--- config.mk ---
export PLATFORM = sky130hd
export DESIGN_NAME = fifo
export DESIGN_NICKNAME = d
export VERILOG_FILES = /design/src/rtl/fifo.sv
export SDC_FILE = /design/constraint.sdc
export NUM_CORES = 1
export LEC_CHECK = 0
export ABC_AREA = 1
export ABC_CLOCK_PERIOD_IN_PS = 2000
export CAP_MARGIN = 30
export CORE_UTILIZATION = 55
export DETAILED_ROUTE_END_ITERATION = 6
export HOLD_SLACK_MARGIN = 0.08
export PLACE_DENSITY = 0.74
export SLEW_MARGIN = 40
export SYNTH_ARGS = -nofsm -noshare
export SYNTH_HDL_FRONTEND = slang
export SYNTH_SLANG_ARGS = --single-unit
--- constraint.sdc ---
create_clock -name clk -period 2 [get_ports clk]
set_input_delay 0.3 -clock clk [delete_from_list [all_inputs] [get_ports clk]]
set_output_delay 0.3 -clock clk [all_outputs]
set_load 0.05 [all_outputs]
--- src/rtl/fifo.sv ---
// Single-clock FIFO with first-word-fall-through read port.
// Pointers carry an extra wrap bit so full and empty are distinguishable.
module fifo #(
    parameter int unsigned DATAW = 8,
    parameter int unsigned ADDRW = 3
) (
    input  logic             clk,
    input  logic             rst,
    input  logic             i_wr_en,
    input  logic [DATAW-1:0] i_wr_data,
    input  logic             i_rd_en,
    output logic [DATAW-1:0] o_rd_data,
    output logic             o_full,
    output logic             o_empty
);

    localparam int unsigned Depth = 2 ** ADDRW;

    logic [DATAW-1:0] mem_q [Depth];
    logic [ADDRW:0]   wr_ptr_q, wr_ptr_d;
    logic [ADDRW:0]   rd_ptr_q, rd_ptr_d;
    logic             push, pop;

    always_comb begin
        o_empty = (wr_ptr_q == rd_ptr_q);
        o_full  = (wr_ptr_q[ADDRW-1:0] == rd_ptr_q[ADDRW-1:0]) &&
                  (wr_ptr_q[ADDRW] != rd_ptr_q[ADDRW]);
    end

    // Each request is qualified by the flags as they stood before the edge.
    always_comb begin
        push     = i_wr_en && !o_full;
        pop      = i_rd_en && !o_empty;
        wr_ptr_d = wr_ptr_q;
        rd_ptr_d = rd_ptr_q;
        if (push) begin
            wr_ptr_d = wr_ptr_q + 1'b1;
        end
        if (pop) begin
            rd_ptr_d = rd_ptr_q + 1'b1;
        end
    end

    always_ff @(posedge clk) begin
        if (rst) begin
            wr_ptr_q <= '0;
            rd_ptr_q <= '0;
        end else begin
            wr_ptr_q <= wr_ptr_d;
            rd_ptr_q <= rd_ptr_d;
        end
    end

    // Storage is deliberately left out of reset.
    always_ff @(posedge clk) begin
        if (!rst && push) begin
            mem_q[wr_ptr_q[ADDRW-1:0]] <= i_wr_data;
        end
    end

    assign o_rd_data = mem_q[rd_ptr_q[ADDRW-1:0]];

endmodule

### Word-level counts from Yosys, hierarchy flattened

Memories as Yosys holds them, arrays and structs flattened. A register that Yosys moved wholly into a read port is not among the register bits.
Cells that the tools add are included.

* $add $sub $neg: 2
* multipliers: 0
* div/mod/pow operators: 0
* order comparisons: 0
* equality and inequality tests: 3
* shifts and indexed selects: 0
* muxes and demuxes: 4
* bitwise gates (word level): 0
* reduce and logical (&&, ||, !) cells: 7

Operators with widths (number)
* $add A4 B1 Y4 const B: 2
* $mux W3: 2
* $eq A4 B4 Y1: 1
* $logic_and A1 B1 Y1: 4
* $eq A3 B3 Y1: 1
* $logic_not A1 Y1: 3
* $mux W1: 2
* $ne A1 B1 Y1: 1

* register bits after elaboration: 8
* bits in latches: 0
* RAM bits: 64
* bits in read-only memories: 0
* output and inout bits: 10
* word-level logic and storage cells: 19
* memories: 1

Memory list
* mem_q: depth 8, bits a word 8, read ports 1, clocked after memory_dff 1, write ports 1, line 19 `logic [DATAW-1:0] mem_q [Depth];`

### Longest topological paths before layout

Gate-level depths: netlist of run 1.

* depth in word-level cells: 7
* mapped depth: 9
* mapped depth without buffers: 9

### Least setup slack after synthesis of run 1

OpenSTA, ideal clock, no wires.

* path kind: flip-flop to flip-flop
* start: register wr_ptr_q[0]
* end: memory mem_q[1][0] (enable)
* arrival time: 1.309 ns
* required time: 1.630 ns
* setup slack: 0.321 ns
* cell stages (with the launch flop): 9
* period minus slack after synthesis: 1.679 ns
* path through: dfxtp_1 -> inv_2 -> nand2_2 -> nand2_2 -> nand4_4 -> nand2_4 -> inv_2 -> nand2_2 -> nor2_1

* longest elaborated chain between the ends: 7

Ends and longest elaborated chain
* start, declared: line 20 `logic [ADDRW:0] wr_ptr_q, wr_ptr_d;`
* start signal, assigned: line 49 `wr_ptr_q <= wr_ptr_d;`
* $eq A3 B3 Y1: line 26 `o_full = (wr_ptr_q[ADDRW-1:0] == rd_ptr_q[ADDRW-1:0]) &&`
* $logic_and A1 B1 Y1: line 26
* $logic_not A1 Y1: line 32 `push = i_wr_en && !o_full;`
* $logic_and A1 B1 Y1: line 32
* $logic_and A1 B1 Y1: line 56 `if (!rst && push) begin`
* $mux W1: line 56
* $mux W1 (implied by the code): line 57 `mem_q[wr_ptr_q[ADDRW-1:0]] <= i_wr_data;`
* end, declared: line 19

Several ways; a longest one is shown, not always the timed one.

==> load_flow_metrics.sql, run 1 <==
INSERT INTO impl_metrics (metric_group, metric, value, unit) VALUES
('power', 'pwr-share-seq', '0.467', ''),
('floorplanning', 'fp.dieArea', '0.00605', 'mm²'),
('detailed_routing', 'drt_pre_antenna_iters', '6', ''),
('floorplanning', 'placeableCoreArea', '0.00551', 'mm²'),
('clock_network', 'worst_skew_pair.late_latency', '0.34', 'ns'),
('cells_and_area', 'final_nets', '348', ''),
('cells_and_area', 'finish.utilization', '0.694', ''),
('sta', 'timing.final.crit_period', '1.94', 'ns'),
('sta', 'worst_tran_pin_value', '0.397', 'ns'),
('placement', 'placement.io_buffers', '21', ''),
('global_routing', 'grt_pass1_wl', '10700', 'µm'),
('power', 'peak_supply_drop', '0.000539', 'V'),
('min_path', 'hold_path_startpoint', 'wr_ptr_q[3]', ''),
('worst_setup_path', 'worstSetupPathType', 'reg2out', ''),
('clock_network', 'cts_buffer_depth', '2', ''),
('floorplanning', 'fp.dieH', '77.8', 'µm'),
('sta', 'slew_violations', '0', ''),
('cells_and_area', 'layout_commonest_cell', 'sky130_fd_sc_hd__nor2_1', ''),
('detailed_routing', 'route.detailed.drc', '0', ''),
('clock_network', 'cts-hold-fix-buffers', '0', ''),
('floorplanning', 'initial_core_util', '0.574', ''),
('logic_synthesis', 'syn-mean-instance-area', '10.6', 'µm²'),
('logic_synthesis', 'post_synth_and_or_nand_nor_area_fraction', '0.184', ''),
('detailed_routing', 'ant_nets', '0', ''),
('logic_synthesis', 'synth.area.mux_share', '0', ''),
('worst_setup_path', 'cp_data_arrival_time', '1.64', 'ns'),
('worst_setup_path', 'critPathCaptureType', 'primary output', ''),
('sta', 'setup_repair_after_global_routing_missed_its_margin', 'true', ''),
('detailed_routing', 'avgViaCountPerCell', '5.51', ''),
('placement', 'gpl.final_weighted_congestion', '0.781', ''),
('power', 'power_switching_share', '0.279', ''),
('logic_synthesis', 'post_synth_instance_area', '0.00316', 'mm²'),
('clock_network', 'cts_made_buffers', '9', ''),
('clock_network', 'clk_transition_reported_paths', '0.07', 'ns'),
('worst_setup_path', 'slowest_delay', '0.46', 'ns'),
('power', 'internal_power', '0.00274', 'W'),
('floorplanning', 'die_x', '77.8', 'µm'),
('worst_setup_path', 'cp_max_fo', '8', ''),
('clock_network', 'postCtsSetupRepairBufs', '0', ''),
('worst_setup_path', 'worst_ep_required_time', '1.70', 'ns'),
('floorplanning', 'num_io_pins', '22', ''),
('detailed_routing', 'via_count', '2263', ''),
('clock_network', 'tritoncts', 'done', ''),
('power', 'power_density', '993', 'mW/mm²'),
('global_routing', 'grt_pass1_vias', '2127', ''),
('power', 'switching_power', '0.00106', 'W'),
('detailed_routing', 'wl_per_cell', '16.5', 'µm'),
('logic_synthesis', 'synth.net_count', '312', ''),
('cells_and_area', 'fin_cells', '411', ''),
('power', 'share_clk_of_total_power', '0.330', ''),
('status', 'run_status', 'finished, final reports clean', ''),
('detailed_routing', 'drt_first_iter_violations', '154', ''),
('logic_synthesis', 'synth_warnings', '0', ''),
('logic_synthesis', 'dominant_combinational_cell_family_by_area_after_synthesis', 'simple AND/OR/NAND/NOR gates', ''),
('logic_synthesis', 'synth_cell_types', '21', ''),
('sta', 'layout_worst_path_cycle_share', '0.972', ''),
('detailed_routing', 'totalWireLength', '6780', 'µm'),
('sta', 'worst_slew_margin_rel', '0.735', ''),
('global_routing', 'grt_remaining_overflow', '0', ''),
('worst_setup_path', 'critical_path.cell_chain', 'clkbuf_16, nor2_1, nor2_1, o21ai_0, o21ai_0, nand2_1, nand2_1, buf_4', ''),
('global_routing', 'groute.usage.overall', '0.245', ''),
('run', 'drv_cap', '0', ''),
('logic_synthesis', 'synth_xor_area_frac', '0', ''),
('global_routing', 'pin_count_of_the_biggest_net_entering_global_routing', '33', ''),
('clock_network', 'cts-root-buf', 'sky130_fd_sc_hd__clkbuf_8', ''),
('min_path', 'hold_path.class', 'reg2reg', ''),
('placement', 'cell_count_after_placement', '393', ''),
('worst_setup_path', 'cp-start-kind', 'flip-flop', ''),
('logic_synthesis', 'share_of_the_synthesized_area_in_compound_gates_ao_oa_aoi_oai', '0.0911', ''),
('sta', 'clock-skew-final', '0.00699', 'ns'),
('power', 'combinational_power_share', '0.203', '');
per-stage QoR:
step	cell area (µm²)	hold WS [ns]	total power [W]	TNS (ns)	setup slack [ns]
5_1_grt	3820	0.594	0.00395	-0.0581	-0.0317
4_1_cts	3750	0.557	0.00376	0	0.0186
2_1_floorplan	3160	0.399	0.00227	0	0.321
6_report	3820	0.555	0.00379	0	0.0564
3_5_place_dp	3520	0.546	0.00251	0	0.187
3_3_place_gp	3520	0.524	0.00250	0	0.222
state kept, by name, indices dropped and copies added (netlist names), named ones only:
name,flops
mem_q,64
wr_ptr_q,4
rd_ptr_q,4
cells in the mapped netlist (all sizes together):
master / n / share of area
inv: 19 / 0.023
edfxtp: 64 / 0.61
o21ai: 48 / 0.076
nand2: 53 / 0.073
clkbuf: 6 / 0.0071
clkinv: 1 / 0.0012
a21oi: 8 / 0.015
ha: 2 / 0.0079
nand4: 2 / 0.0087
nor2: 67 / 0.082
dfxtp: 11 / 0.070
buf: 5 / 0.0079
nand3: 12 / 0.021
worst register-to-register path: cells and delay by family, from the launching register on:
kind          cells  cell delay (ns)
simple gates      6             0.54
flops             1             0.50
buf+inv           3             0.38
final timing paths:
path | depth (start not counted) | slack, ns | endpoint
max | 8 | 0.06 | o_rd_data[0]
max reg2reg | 9 | 0.29 | mem_q[0][7]
min | 2 | 0.55 | wr_ptr_q[3]
min reg2reg | 2 | 0.55 | wr_ptr_q[3]
kinds of logic after synthesis:
kind of cell | count (synthesis)
AOI/OAI and AO/OA | 56
adders and majority gates | 2
buffers and inverters | 31
DFF | 75
and+or+nand+nor | 134
routing by layer:
layer	vias to the layer above	part of all wire	track usage	wire length [µm]
met1	1049	0.40	0.317	2720
met5	-	0	0	0
li1	1089	-	-	-
met4	0	0.020	0.123	133
met2	113	0.50	0.395	3410
met3	12	0.076	0.0482	518
repair_timing:
action / in CTS / in global routing
resized for setup: 6 / 6
setup endpoints to repair: 8 / 4
cloned: 0 / 2
pin swaps: 0 / 0
cell type report:
type / count / share of cell area
Tap cell: 72 / 0.0236
Timing Repair Buffer: 36 / 0.103
Clock buffer: 10 / 0.0360
Inverter: 20 / 0.0210
Multi-Input combinational cell: 192 / 0.234
Clock inverter: 6 / 0.0206
Sequential cell: 75 / 0.562
power groups by stage:
stage / combinational [W] / clock [W] / sequential [W]
after floorplan: 0.000484 / 0 / 0.00179
after global placement: 0.000703 / 0 / 0.00179
after detailed placement: 0.000710 / 0 / 0.00180
after CTS: 0.000726 / 0.00127 / 0.00176
after global routing: 0.000836 / 0.00133 / 0.00178
final: 0.000770 / 0.00125 / 0.00177
Power figures use the tool's default switching activity.
==> inputs of run 2 (changes only) <==
CORE_UTILIZATION = 28   (was 55)
PLACE_DENSITY = 0.43   (was 0.74)
RECOVER_POWER = 50   (was not set)
==> load_flow_metrics.sql, run 2 (synthesized netlist as in run 1, its figures left out) <==
INSERT INTO impl_metrics (metric_group, metric, value, unit) VALUES
('detailed_routing', 'wl_per_cell', '15.2', 'µm'),
('sta', 'worst_slew_margin_rel', '0.708', ''),
('worst_setup_path', 'critPathCaptureType', 'primary output', ''),
('sta', 'final.setup.worst_slack', '0.0914', 'ns'),
('clock_network', 'cts_num_sinks', '75', ''),
('placement', 'placed_cell_area', '0.00362', 'mm²'),
('power', 'internal_power', '0.00282', 'W'),
('sta', 'setup_repair_after_global_routing_missed_its_margin', 'false', ''),
('cells_and_area', 'drive_gt1_frac', '0.156', ''),
('cells_and_area', 'largest_register_ffs', '64', ''),
('power', 'peak_supply_drop', '0.000385', 'V'),
('sta', 'layout_worst_path_cycle_share', '0.954', ''),
('cells_and_area', 'antenna_cells_inserted', '0', ''),
('clock_network', 'cts-root-buf', 'sky130_fd_sc_hd__clkbuf_16', ''),
('floorplanning', 'initial_core_util', '0.289', ''),
('sta', 'max_clock_freq', '524', 'MHz'),
('cells_and_area', 'n_fill_cell', '1114', ''),
('cells_and_area', 'most-common-layout-cells', '66 x sky130_fd_sc_hd__nor2_1, 64 x sky130_fd_sc_hd__edfxtp_1, 47 x sky130_fd_sc_hd__nand2_1', ''),
('floorplanning', 'fp.dieH', '108', 'µm'),
('floorplanning', 'core.rowCount', '38', ''),
('cells_and_area', 'area_grow_syn2layout', '23.3', '%'),
('worst_setup_path', 'worst_ep_required_time', '1.70', 'ns'),
('global_routing', 'grt_pass1_vias', '2015', ''),
('clock_network', 'cts-hold-fix-buffers', '0', ''),
('worst_setup_path', 'cp_max_fo', '13', ''),
('sta', 'clock-skew-final', '0.00662', 'ns'),
('floorplanning', 'die_x', '108', 'µm'),
('detailed_routing', 'via_count', '2139', ''),
('floorplanning', 'placeableCoreArea', '0.0109', 'mm²'),
('sta', 'timing.final.crit_period', '1.91', 'ns'),
('global_routing', 'pin_count_of_the_biggest_net_entering_global_routing', '33', ''),
('cells_and_area', 'multi_input_comb_area', '880', 'µm²'),
('sta', 'slew_violations', '0', ''),
('detailed_routing', 'avgViaCountPerCell', '4.47', ''),
('power', 'share_clk_of_total_power', '0.356', ''),
('status', 'run_status', 'finished, final reports clean', ''),
('clock_network', 'clock_tree.htree_level_count', '3', ''),
('clock_network', 'worst_skew_pair.late_latency', '0.32', 'ns'),
('clock_network', 'clk_transition_reported_paths', '0.05', 'ns'),
('detailed_routing', 'drt_first_iter_violations', '110', ''),
('worst_setup_path', 'cp-start-kind', 'flip-flop', ''),
('placement', 'final_hpwl_from_detailed_placement', '5140', 'µm'),
('detailed_routing', 'ant_nets', '0', ''),
('run', 'drv_cap', '0', ''),
('min_path', 'hold_path.class', 'reg2reg', ''),
('placement', 'detailedPlace.worstSlack', '0.218', 'ns'),
('cells_and_area', 'area.sequential', '0.00215', 'mm²'),
('power', 'power_density', '1000', 'mW/mm²'),
('worst_setup_path', 'worstSetupPathType', 'reg2out', ''),
('placement', 'gpl.final_weighted_congestion', '0.812', ''),
('worst_setup_path', 'cp_data_arrival_time', '1.61', 'ns'),
('sta', 'hold_viol_final', '0', ''),
('power', 'power_leakage', '1.43', 'nW'),
('power', 'power_switching_share', '0.278', ''),
('sta', 'worst_tran_pin_value', '0.436', 'ns'),
('placement', 'placement.io_buffers', '21', ''),
('global_routing', 'grt_remaining_overflow', '0', ''),
('global_routing', 'global_route.usage.met2', '0.232', ''),
('global_routing', 'globalRouteMet3Util', '0.0241', ''),
('global_routing', 'grt_pass1_wl', '11400', 'µm'),
('power', 'pwr-share-seq', '0.453', ''),
('floorplanning', 'fp.dieArea', '0.0117', 'mm²'),
('sta', 'finalSetupViolCount', '0', ''),
('cells_and_area', 'design_area', '0.00389', 'mm²'),
('power', 'switching_power', '0.00109', 'W'),
('cells_and_area', 'layout_commonest_cell', 'sky130_fd_sc_hd__nor2_1', ''),
('global_routing', 'grt_use_met1', '0.171', ''),
('global_routing', 'top_usage_layer', 'met2', ''),
('detailed_routing', 'totalWireLength', '7280', 'µm'),
('global_routing', 'grt_antenna_before_repair', '0', ''),
('clock_network', 'cts_made_buffers', '9', ''),
('floorplanning', 'num_io_pins', '22', ''),
('global_routing', 'groute.usage.overall', '0.138', ''),
('clock_network', 'tritoncts', 'done', ''),
('sta', 'fin_tns_setup', '0', 'ns'),
('clock_network', 'cts_buffer_depth', '2', ''),
('cells_and_area', 'final_nets', '348', ''),
('power', 'combinational_power_share', '0.191', ''),
('detailed_routing', 'drt_pre_antenna_iters', '4', ''),
('detailed_routing', 'route.detailed.drc', '0', ''),
('clock_network', 'postCtsSetupRepairBufs', '0', ''),
('sta', 'holdWs', '0.539', 'ns');
## run 2: changes by cell type in the layout (fill, tap and decap cells not counted), sizes merged
cell and change:
clkdlybuf4s50 -8, dlygate4sd3 +8, buf +2, bufinv -2
clkinv -2, clkbuf +1, clkinvlp +1
## run 2: cell type report
class | instances | area share
clock buffer | 13 | 0.0617
clock inverter | 3 | 0.00450
inverter | 20 | 0.0206
multi-input combinational | 192 | 0.226
sequential | 75 | 0.551
tap | 140 | 0.0450
timing repair buffer | 36 | 0.0910
## run 2: stage by stage
step / cells / util / power, W
after global placement: 463 / 0.331 / 0.00255
final: 479 / 0.356 / 0.00391
after global routing: 479 / 0.356 / 0.00409
after detailed placement: 463 / 0.331 / 0.00255
after CTS: 479 / 0.355 / 0.00395
after floorplan: 298 / - / 0.00227
## run 2: worst paths after layout
check	from	end	slack, ns	cells past startpoint
worst max-delay path	flip-flop	o_rd_data[7]	0.09	7
worst min register to register	rd_ptr_q[3]	rd_ptr_q[3]	0.54	2
worst min-delay path	rd_ptr_q[3]	rd_ptr_q[3]	0.54	2
worst max register to register	wr_ptr_q[0]	mem_q[0][5]	0.22	9
## run 2: routing by layer
metal  share of wire  wire length (µm)
met2            0.51              3700
met4           0.017               125
met3           0.023               165
met5               0                 0
met1            0.45              3290
## run 2: power groups by stage
stage	sequential [W]	clock (W)	combinational, W
after floorplan	0.00179	0	0.000484
after global placement	0.00180	0	0.000755
after detailed placement	0.00180	0	0.000756
after CTS	0.00177	0.00143	0.000758
after global routing	0.00177	0.00149	0.000827
final	0.00177	0.00139	0.000748
## run 2: critical path, cell delays in order, from the launching register on
cell	delay [ns]
sky130_fd_sc_hd__dfxtp_4	0.38
sky130_fd_sc_hd__inv_6	0.11
sky130_fd_sc_hd__buf_4	0.21
sky130_fd_sc_hd__nor2_1	0.06
sky130_fd_sc_hd__o21ai_1	0.12
sky130_fd_sc_hd__nand2_1	0.08
sky130_fd_sc_hd__nand2_1	0.10
sky130_fd_sc_hd__buf_4	0.20
## run 2: what timing repair did
| action | CTS | global route |
|---|---|---|
| resized for setup | 2 | 7 |
| cloned | 0 | 0 |
| setup endpoints to repair | 8 | 8 |
==> inputs of run 3 (changes only) <==
CORE_MARGIN = 10   (was not set)
SKIP_LAST_GASP = 1   (was not set)
TNS_END_PERCENT = 5   (was not set)
==> load_flow_metrics.sql, run 3 (synthesized netlist as in run 1, its figures left out) <==
INSERT INTO impl_metrics (metric_group, metric, value, unit) VALUES
('status', 'run_status', 'finished, final reports clean', ''),
('worst_setup_path', 'slowest_delay', '0.47', 'ns'),
('floorplanning', 'num_io_pins', '22', ''),
('clock_network', 'postCtsSetupRepairBufs', '0', ''),
('power', 'power_density', '1050', 'mW/mm²'),
('min_path', 'hold_path_depth', '2', ''),
('clock_network', 'cts_made_buffers', '9', ''),
('power', 'power_leakage', '1.45', 'nW'),
('cells_and_area', 'antenna_cells_inserted', '0', ''),
('clock_network', 'cts_num_sinks', '75', ''),
('clock_network', 'tritoncts', 'done', ''),
('cells_and_area', 'design_area', '0.00394', 'mm²'),
('floorplanning', 'fp.dieH', '126', 'µm'),
('placement', 'gpl.final_weighted_congestion', '0.704', ''),
('placement', 'cell_count_after_placement', '463', ''),
('worst_setup_path', 'ff2ff_path_depth', '9', ''),
('worst_setup_path', 'worst_ep_required_time', '1.70', 'ns'),
('detailed_routing', 'wl_per_cell', '15.5', 'µm'),
('worst_setup_path', 'cp-start-kind', 'flip-flop', ''),
('sta', 'timing.final.crit_period', '1.90', 'ns'),
('worst_setup_path', 'critical_path.cell_chain', 'inv_2, nand2_1, nand2_2, a21oi_1, nand2_4, inv_1, buf_12', ''),
('cells_and_area', 'drive_gt1_frac', '0.174', ''),
('cells_and_area', 'largest_register_ffs', '64', ''),
('floorplanning', 'placeableCoreArea', '0.0109', 'mm²'),
('global_routing', 'grt_pass1_vias', '2017', ''),
('sta', 'clock-skew-final', '0.00624', 'ns'),
('global_routing', 'grt_pass1_wl', '11800', 'µm'),
('global_routing', 'groute.usage.overall', '0.0956', ''),
('detailed_routing', 'ant_nets', '0', ''),
('sta', 'worst_slew_margin_rel', '0.716', ''),
('global_routing', 'grt_antenna_before_repair', '0', ''),
('clock_network', 'clock_tree.htree_level_count', '3', ''),
('placement', 'detailedPlace.worstSlack', '0.190', 'ns'),
('sta', 'finalSetupViolCount', '0', ''),
('sta', 'holdWs', '0.530', 'ns'),
('clock_network', 'worst_skew_pair.late_latency', '0.33', 'ns'),
('sta', 'worst_tran_pin_value', '0.424', 'ns'),
('placement', 'placed_cell_area', '0.00362', 'mm²'),
('floorplanning', 'die_x', '126', 'µm'),
('floorplanning', 'core.rowCount', '38', ''),
('cells_and_area', 'area_grow_syn2layout', '24.9', '%'),
('floorplanning', 'fp.dieArea', '0.0159', 'mm²'),
('sta', 'slew_violations', '0', ''),
('worst_setup_path', 'critPathCaptureType', 'primary output', ''),
('clock_network', 'cts_buffer_depth', '2', ''),
('detailed_routing', 'drt_first_iter_violations', '102', ''),
('global_routing', 'pin_count_of_the_biggest_net_entering_global_routing', '33', ''),
('detailed_routing', 'drt_pre_antenna_iters', '4', ''),
('min_path', 'hold_path.class', 'reg2reg', ''),
('sta', 'hold_viol_final', '0', ''),
('placement', 'final_hpwl_from_detailed_placement', '5090', 'µm'),
('floorplanning', 'initial_core_util', '0.289', ''),
('sta', 'max_clock_freq', '525', 'MHz'),
('global_routing', 'grt_remaining_overflow', '0', ''),
('clock_network', 'clk_transition_reported_paths', '0.06', 'ns'),
('cells_and_area', 'final_nets', '348', ''),
('worst_setup_path', 'critical-path-slowest-cell', 'sky130_fd_sc_hd__dfxtp_1', ''),
('cells_and_area', 'most-common-layout-cells', '66 x sky130_fd_sc_hd__nor2_1, 64 x sky130_fd_sc_hd__edfxtp_1, 46 x sky130_fd_sc_hd__nand2_1', ''),
('clock_network', 'cts-root-buf', 'sky130_fd_sc_hd__clkbuf_16', ''),
('cells_and_area', 'layout_commonest_cell', 'sky130_fd_sc_hd__nor2_1', ''),
('power', 'power', '0.00413', 'W'),
('detailed_routing', 'avgViaCountPerCell', '4.41', ''),
('sta', 'setup_repair_after_global_routing_missed_its_margin', 'true', ''),
('sta', 'layout_worst_path_cycle_share', '0.952', ''),
('power', 'peak_supply_drop', '0.000589', 'V'),
('detailed_routing', 'route.detailed.drc', '0', ''),
('run', 'drv_cap', '0', ''),
('worst_setup_path', 'worstSetupPathType', 'reg2out', ''),
('detailed_routing', 'via_count', '2114', ''),
('clock_network', 'cts-hold-fix-buffers', '0', ''),
('worst_setup_path', 'cp_max_fo', '9', ''),
('sta', 'final.setup.worst_slack', '0.0968', 'ns'),
('worst_setup_path', 'cp_data_arrival_time', '1.60', 'ns'),
('placement', 'placement.io_buffers', '21', ''),
('detailed_routing', 'totalWireLength', '7450', 'µm'),
('cells_and_area', 'fin_cells', '479', ''),
('cells_and_area', 'n_fill_cell', '1108', '');
## run 3: cell count changes in the layout (fill, tap and decap cells not counted), sizes merged
| cell | delta |
|---|---|
| bufinv | +1 |
| clkinvlp | +1 |
| clkbuf | -4 |
| inv | +2 |
## run 3: path summary, 6_finish.rpt
path / slack [ns] / start / endpoint
max reg2reg: 0.24 / wr_ptr_q[0] / mem_q[3][7]
min reg2reg: 0.53 / rd_ptr_q[3] / rd_ptr_q[3]
min: 0.53 / rd_ptr_q[3] / rd_ptr_q[3]
max: 0.1 / wr_ptr_q[1] / o_empty
## run 3: timing repair
item | in CTS | in global routing
gates cloned | 0 | 0
endpoints found under the setup margin | 8 | 7
resized for setup | 4 | 5
pin swaps | 0 | 0
hold endpoints to repair | 0 | 0
## run 3: metrics by stage
step,util,setup TNS (ns)
floorplan,-,0
global placement,0.331,0
detailed placement,0.331,0
CTS,0.360,0
global route,0.361,-0.0567
finish,0.361,0
## run 3: critical path, delay by kind of cell (launching register included)
kind / cells / cell delay [ns]
compound gates: 1 / 0.21
simple gates: 3 / 0.27
buf+inv: 3 / 0.34
flops: 1 / 0.47
## run 3: power by group
group | switching [W] | total [W] | internal (W)
Combinational | 0.000500 | 0.000751 | 0.000251
Clock | 0.000642 | 0.00162 | 0.000974
Sequential | 0.0000329 | 0.00177 | 0.00173
Total | 0.00117 | 0.00413 | 0.00296
## run 3: final cells by class
cell class,instances,area [µm²],share of cell area
Clock buffer,9,225,0.0571
Inverter,20,80.1,0.0203
Timing Repair Buffer,36,354,0.0898
Sequential cell,75,2150,0.544
Multi-Input combinational cell,192,887,0.225
Clock inverter,7,76.3,0.0194
Tap cell,140,175,0.0444
## run 3: per-layer routing
metal  global-route usage  part of all wire
met1                0.130              0.50
met2                0.140              0.44
met3               0.0264             0.043
met4               0.0362             0.015
met5                    0                 0
